==> config.mk <==
export PLATFORM = sky130hd
export DESIGN_NAME = acc_drain
export DESIGN_NICKNAME = d
export VERILOG_FILES = /design/src/rtl/acc_drain.sv
export SDC_FILE = /design/constraint.sdc
export NUM_CORES = 1
export LEC_CHECK = 0
export BUFFER_PORTS_ARGS = -buffer_cell sky130_fd_sc_hd__buf_2
export CAP_MARGIN = 0
export CORE_AREA = 2 2 163 165
export DETAILED_ROUTE_END_ITERATION = 10
export DIE_AREA = 0 0 165 167
export GPL_TIMING_DRIVEN = 0
export SYNTH_ARGS = -nofsm -noshare
export SYNTH_HDL_FRONTEND = slang
export SYNTH_SLANG_ARGS = --single-unit
==> constraint.sdc <==
create_clock -name clk -period 15.7 [get_ports clk]
set_input_delay 3.14 -clock clk [delete_from_list [all_inputs] [get_ports clk]]
set_output_delay 3.14 -clock clk [all_outputs]
set_load 0.005 [all_outputs]
==> src/rtl/acc_drain.sv <==
// Drain stage behind the fusion-unit accumulator: it counts the beats in each group,
// requantises the group total, and queues the result toward writeback.
// Define RELU_EN to zero negative results before clamping.
module acc_drain #(
    parameter int ACC_W = 28,
    parameter int OUT_W = 8,
    parameter int DEPTH = 4,
    parameter int CNT_W = 8
) (
    input  logic                clk,
    input  logic                reset,
    input  logic                psum_valid,
    output logic                psum_ready,
    input  logic [ACC_W-1:0]    acc_in,
    output logic                acc_clr,
    input  logic [CNT_W-1:0]    cfg_len,
    input  logic [4:0]          cfg_shift,
    output logic                out_valid,
    input  logic                out_ready,
    output logic [OUT_W-1:0]    out_data,
    output logic                sat,
    output logic                busy
);
    // state   | meaning
    // ACCUM   | accepting partial sums, counting toward the latched length
    // CAPTURE | acc_in holds the group total; write it when the FIFO has room
    localparam logic [0:0] ACCUM   = 1'b0;
    localparam logic [0:0] CAPTURE = 1'b1;

    localparam int EW = ACC_W + 1;
    localparam int AW = $clog2(DEPTH);
    localparam logic signed [EW-1:0] Q_MAX = EW'((1 << (OUT_W - 1)) - 1);
    localparam logic signed [EW-1:0] Q_MIN = ~Q_MAX;

    logic [0:0]         state, state_d;
    logic [CNT_W-1:0]   cnt, cnt_d, len_q, eff_len;
    logic [4:0]         shift_q;
    logic               beat, wr, rd, full, clip;
    logic [AW-1:0]      wr_ptr, rd_ptr;
    logic [AW:0]        count;
    logic [OUT_W-1:0]   mem [DEPTH];
    logic [OUT_W-1:0]   q;
    logic signed [EW-1:0] ext, rnd, sum, r, r_sel;

    assign psum_ready = (state == ACCUM);
    assign beat       = psum_valid && psum_ready;
    assign full       = (count == (AW + 1)'(DEPTH));
    assign out_valid  = (count != '0);
    assign rd         = out_valid && out_ready;
    assign out_data   = mem[rd_ptr];
    assign busy       = (state == CAPTURE) || (cnt != '0) || out_valid;

    // The first beat of a group sees the live configuration; later beats see the latched copy.
    assign eff_len = (cnt != '0) ? len_q : ((cfg_len == '0) ? CNT_W'(1) : cfg_len);

    always_comb begin
        state_d = state;
        cnt_d   = cnt;
        wr      = 1'b0;
        acc_clr = 1'b0;
        case (state)
            ACCUM: begin
                if (beat) begin
                    cnt_d = cnt + CNT_W'(1);
                    if (cnt_d == eff_len) state_d = CAPTURE;
                end
            end
            default: begin
                if (!full) begin
                    wr      = 1'b1;
                    acc_clr = 1'b1;
                    cnt_d   = '0;
                    state_d = ACCUM;
                end
            end
        endcase
    end

    always_comb begin
        ext   = $signed({acc_in[ACC_W-1], acc_in});
        rnd   = (shift_q == 5'd0) ? '0 : (EW'(1) << (shift_q - 5'd1));
        sum   = ext + rnd;
        r     = sum >>> shift_q;
`ifdef RELU_EN
        r_sel = r[EW-1] ? '0 : r;
`else
        r_sel = r;
`endif
        clip  = 1'b0;
        q     = r_sel[OUT_W-1:0];
        if (r_sel > Q_MAX) begin
            q    = Q_MAX[OUT_W-1:0];
            clip = 1'b1;
        end else if (r_sel < Q_MIN) begin
            q    = Q_MIN[OUT_W-1:0];
            clip = 1'b1;
        end
    end

    always_ff @(posedge clk or posedge reset) begin
        if (reset) begin
            state   <= ACCUM;
            cnt     <= '0;
            len_q   <= '0;
            shift_q <= '0;
            sat     <= 1'b0;
        end else begin
            state <= state_d;
            cnt   <= cnt_d;
            if (beat && cnt == '0) begin
                len_q   <= eff_len;
                shift_q <= cfg_shift;
            end
            if (wr && clip) sat <= 1'b1;
        end
    end

    // Fullness is judged on the registered count, so a same-cycle pop never frees the slot.
    always_ff @(posedge clk or posedge reset) begin
        if (reset) begin
            wr_ptr <= '0;
            rd_ptr <= '0;
            count  <= '0;
            for (int i = 0; i < DEPTH; i++) mem[i] <= '0;
        end else begin
            if (wr) begin
                mem[wr_ptr] <= q;
                wr_ptr      <= wr_ptr + AW'(1);
            end
            if (rd) rd_ptr <= rd_ptr + AW'(1);
            if (wr && !rd)      count <= count + (AW + 1)'(1);
            else if (!wr && rd) count <= count - (AW + 1)'(1);
        end
    end
endmodule

==> results.json <==
{
  "outcome": "completed",
  "crit_required_ps": 15940,
  "antenna_found_initial": 0,
  "gp_congestion": 0.9893,
  "path_cells": "buf_2, ha_1, inv_1, fa_1, nand2b_1, a21oi_2, o211a_1, a211oi_2, a211oi_1, o221ai_1, nor3_1, o32ai_1, or3_4, o311ai_4, o2111ai_2, a31oi_1",
  "initial_core_util_pct": 29.73,
  "wl_um": 27450,
  "clk_path_buf_depth": 2,
  "start_kind": "primary input",
  "critical_path_class": "primary input to flip-flop",
  "slew_violations": 0,
  "synth_nets": 1046,
  "wire_per_inst_um": 20.00,
  "via_per_inst": 5.975,
  "drive_gt1_share_pct": 16.96,
  "maxCapViolations": 0,
  "fin_nets": 1115,
  "yosys.area.top_type": "dfrtp_1",
  "die_area_um2": 27560,
  "insertion_delay_ps": 330,
  "area_delta_synth_final_pct": 13.26,
  "cts-root-buf": "clkbuf_16",
  "synth_area_leaders": "dfrtp_1 (20%), nor2_1 (6.2%), ha_1 (5.7%), nand2_1 (4.5%), mux4_2 (3.8%)",
  "tightest_slew_ps": 861.7,
  "crit_slowest_cell": "a211oi_1",
  "std_cell_rows": 59,
  "drcViolationCount": 0,
  "dp_slack_ps": 7825,
  "wl_met3_um": 2276,
  "grt_pass1_wl_um": 42880,
  "post-route-util_pct": 33.67,
  "grt.total_usage_pct": 19.81,
  "cts-resized-gates": 0,
  "power-per-cell-area_nw_per_um2": 192.0,
  "yosys.area.top_type_share_pct": 20.25,
  "ys.warnings.count": 0,
  "layout_setup_ws_ps": 8115,
  "io_pins": 58,
  "core_um2": 25760,
  "grt_max_degree": 33,
  "max_freq_mhz": 131.8,
  "finalSetupViolations": 0,
  "tns_ps": 0,
  "avgSynthCellArea_um2": 7.946,
  "synth_edf_count": 0,
  "leakagePower_nw": 3.412,
  "floorplan.die.width_um": 165,
  "finalHoldViolCount": 0,
  "clock_sinks": 62,
  "synth_area_um2": 7660,
  "die_h_um": 167,
  "drt_first_pass_iters": 6,
  "cts_tree": "built",
  "h-tree-depth": 3,
  "vdd_drop_max_uv": 71.64,
  "wl_met2_um": 12180,
  "cts_post_setup_buffers_inserted": 0,
  "critical_path_arrival_ps": 7830,
  "fin_crit_ps": 7585,
  "insertedDiodeCount": 0,
  "synth-main-ff-cell": "dfrtp_1",
  "hold_class": "flip-flop to flip-flop",
  "fillCellCount": 2744,
  "cp-end-kind": "flip-flop",
  "vias": 8203,
  "period_share_pct": 48.31,
  "syn_inst": 964,
  "cp_max_fo": 8,
  "max_stage_delay_ps": 730,
  "yosys.cell_types.count": 98,
  "final_cell_mix": "nor2_1 (126), nand2_1 (91), buf_2 (68), dfrtp_1 (62), a21oi_1 (57)",
  "slew_headroom_pct": 42.20,
  "gr-total-overflow": 0,
  "dpl.hpwl_um": 21440,
  "yosysSeqAreaShare_pct": 20.25,
  "layout_commonest_cell": "nor2_1",
  "met1Wirelength_um": 11920,
  "fin_worst_skew_ps": 5.280,
  "drtAntennaViolNets": 0,
  "rsz0062_at_grt": "false",
  "numPortBuffers": 57,
  "grt_pass1_vias": 7803,
  "cts_hold_buffers": 0,
  "drtIter0Drc": 839,
  "synthArstFlopShare_pct": 100.0,
  "path_clk_slew_ps": 50,
  "topRoutingLayerUsed": "met4",
  "ys_ff_latch": 62,
  "cts_buffers": 9
}
-- state kept, by name (all words and copies together), names as in the netlist --
register and cells:
count 3, cnt 8, mem 32, state 1, sat 1, shift_q 5
wr_ptr 2, len_q 8, rd_ptr 2
-- layout make-up --
cell class / count / area, um^2 / share of cell area, %
buffer: 64 / 325.3 / 3.750
clock buffer: 10 / 229.0 / 2.639
clock inverter: 6 / 62.56 / 0.7211
inverter: 26 / 97.59 / 1.125
multi-input combinational: 812 / 5685 / 65.53
sequential: 62 / 1551 / 17.88
tap: 335 / 419.2 / 4.831
timing repair buffer: 58 / 305.3 / 3.519
-- critical path: cells and delay by family --
| family | cells | cell delay (ps) |
|---|---|---|
| buffers and inverters | 2 | 150 |
| adders and majority gates | 2 | 590 |
| and+or+nand+nor | 3 | 980 |
| AOI/OAI and AO/OA | 9 | 2960 |
-- per-stage QoR --
step | area, um^2 | hold WS [ps] | cells | total power [mW]
6_report | 8676 | 464.7 | 1373 | 1.666
5_1_grt | 8676 | 481.2 | 1373 | 1.766
4_1_cts | 8676 | 471.0 | 1373 | 1.626
3_5_place_dp | 8384 | 443.7 | 1357 | 1.425
3_3_place_gp | 8364 | 435.1 | 1356 | 1.423
2_1_floorplan | 7660 | 450.2 | 964 | 1.090
-- path summary, 6_finish.rpt --
kind | startpoint | end | slack (ps) | depth (start not counted)
max | acc_in[0] | mem[13] | 8110 | 16
min | sat | sat | 460 | 1
max reg2reg | shift_q[2] | mem[13] | 8330 | 20
min reg2reg | sat | sat | 460 | 1
max in group asynchronous | reset | shift_q[3] | 12180 | 3
min in group asynchronous | reset | count[1] | 2910 | 2
-- synthesized netlist by cell type (all sizes together), types with 6 or more instances --
library cell and count:
nor4 11, mux4 13, o2111ai 6, nor2 127
xor2 15, inv 25, ha 35, mux2 17
o211ai 22, a31oi 34, a211oi 23, buf 30
o22ai 14, o211a 8, nor3 22, a21o 14
o21a 7, o21ai 49, nand2 94, a21oi 67
a2111oi 8, nand4 11, clkbuf 34, a211o 6
xnor2 19, nand3 33, dfrtp 62, and3 6
mux2i 24, and2 18, or3 8
-- kinds of logic (layout without fill, tap and decap cells) --
| group | after synthesis | after routing | share of synthesized area (%) |
|---|---|---|---|
| and+or+nand+nor | 356 | 356 | 22.17 |
| AOI/OAI and AO/OA | 331 | 331 | 32.47 |
| buffers and inverters | 90 | 164 | 5.521 |
| DFF | 62 | 62 | 20.25 |
| muxes | 54 | 54 | 9.458 |
| adders and majority gates | 37 | 37 | 6.240 |
| xor gates and xnor gates | 34 | 34 | 3.888 |
-- where the power goes --
group	total, mW	switching, mW	internal, mW
clock network	0.194	0.0717	0.122
registers	0.235	0.0321	0.203
logic	1.24	0.800	0.437
total	1.67	0.904	0.762
-- routing by layer --
| layer | global-route usage, % | vias up |
|---|---|---|
| li1 | - | 3829 |
| met1 | 26.84 | 3884 |
| met2 | 30.80 | 410 |
| met3 | 3.935 | 80 |
| met4 | 7.826 | 0 |
| met5 | 0 | - |
No activity file was read; power rests on OpenSTA's default activity.
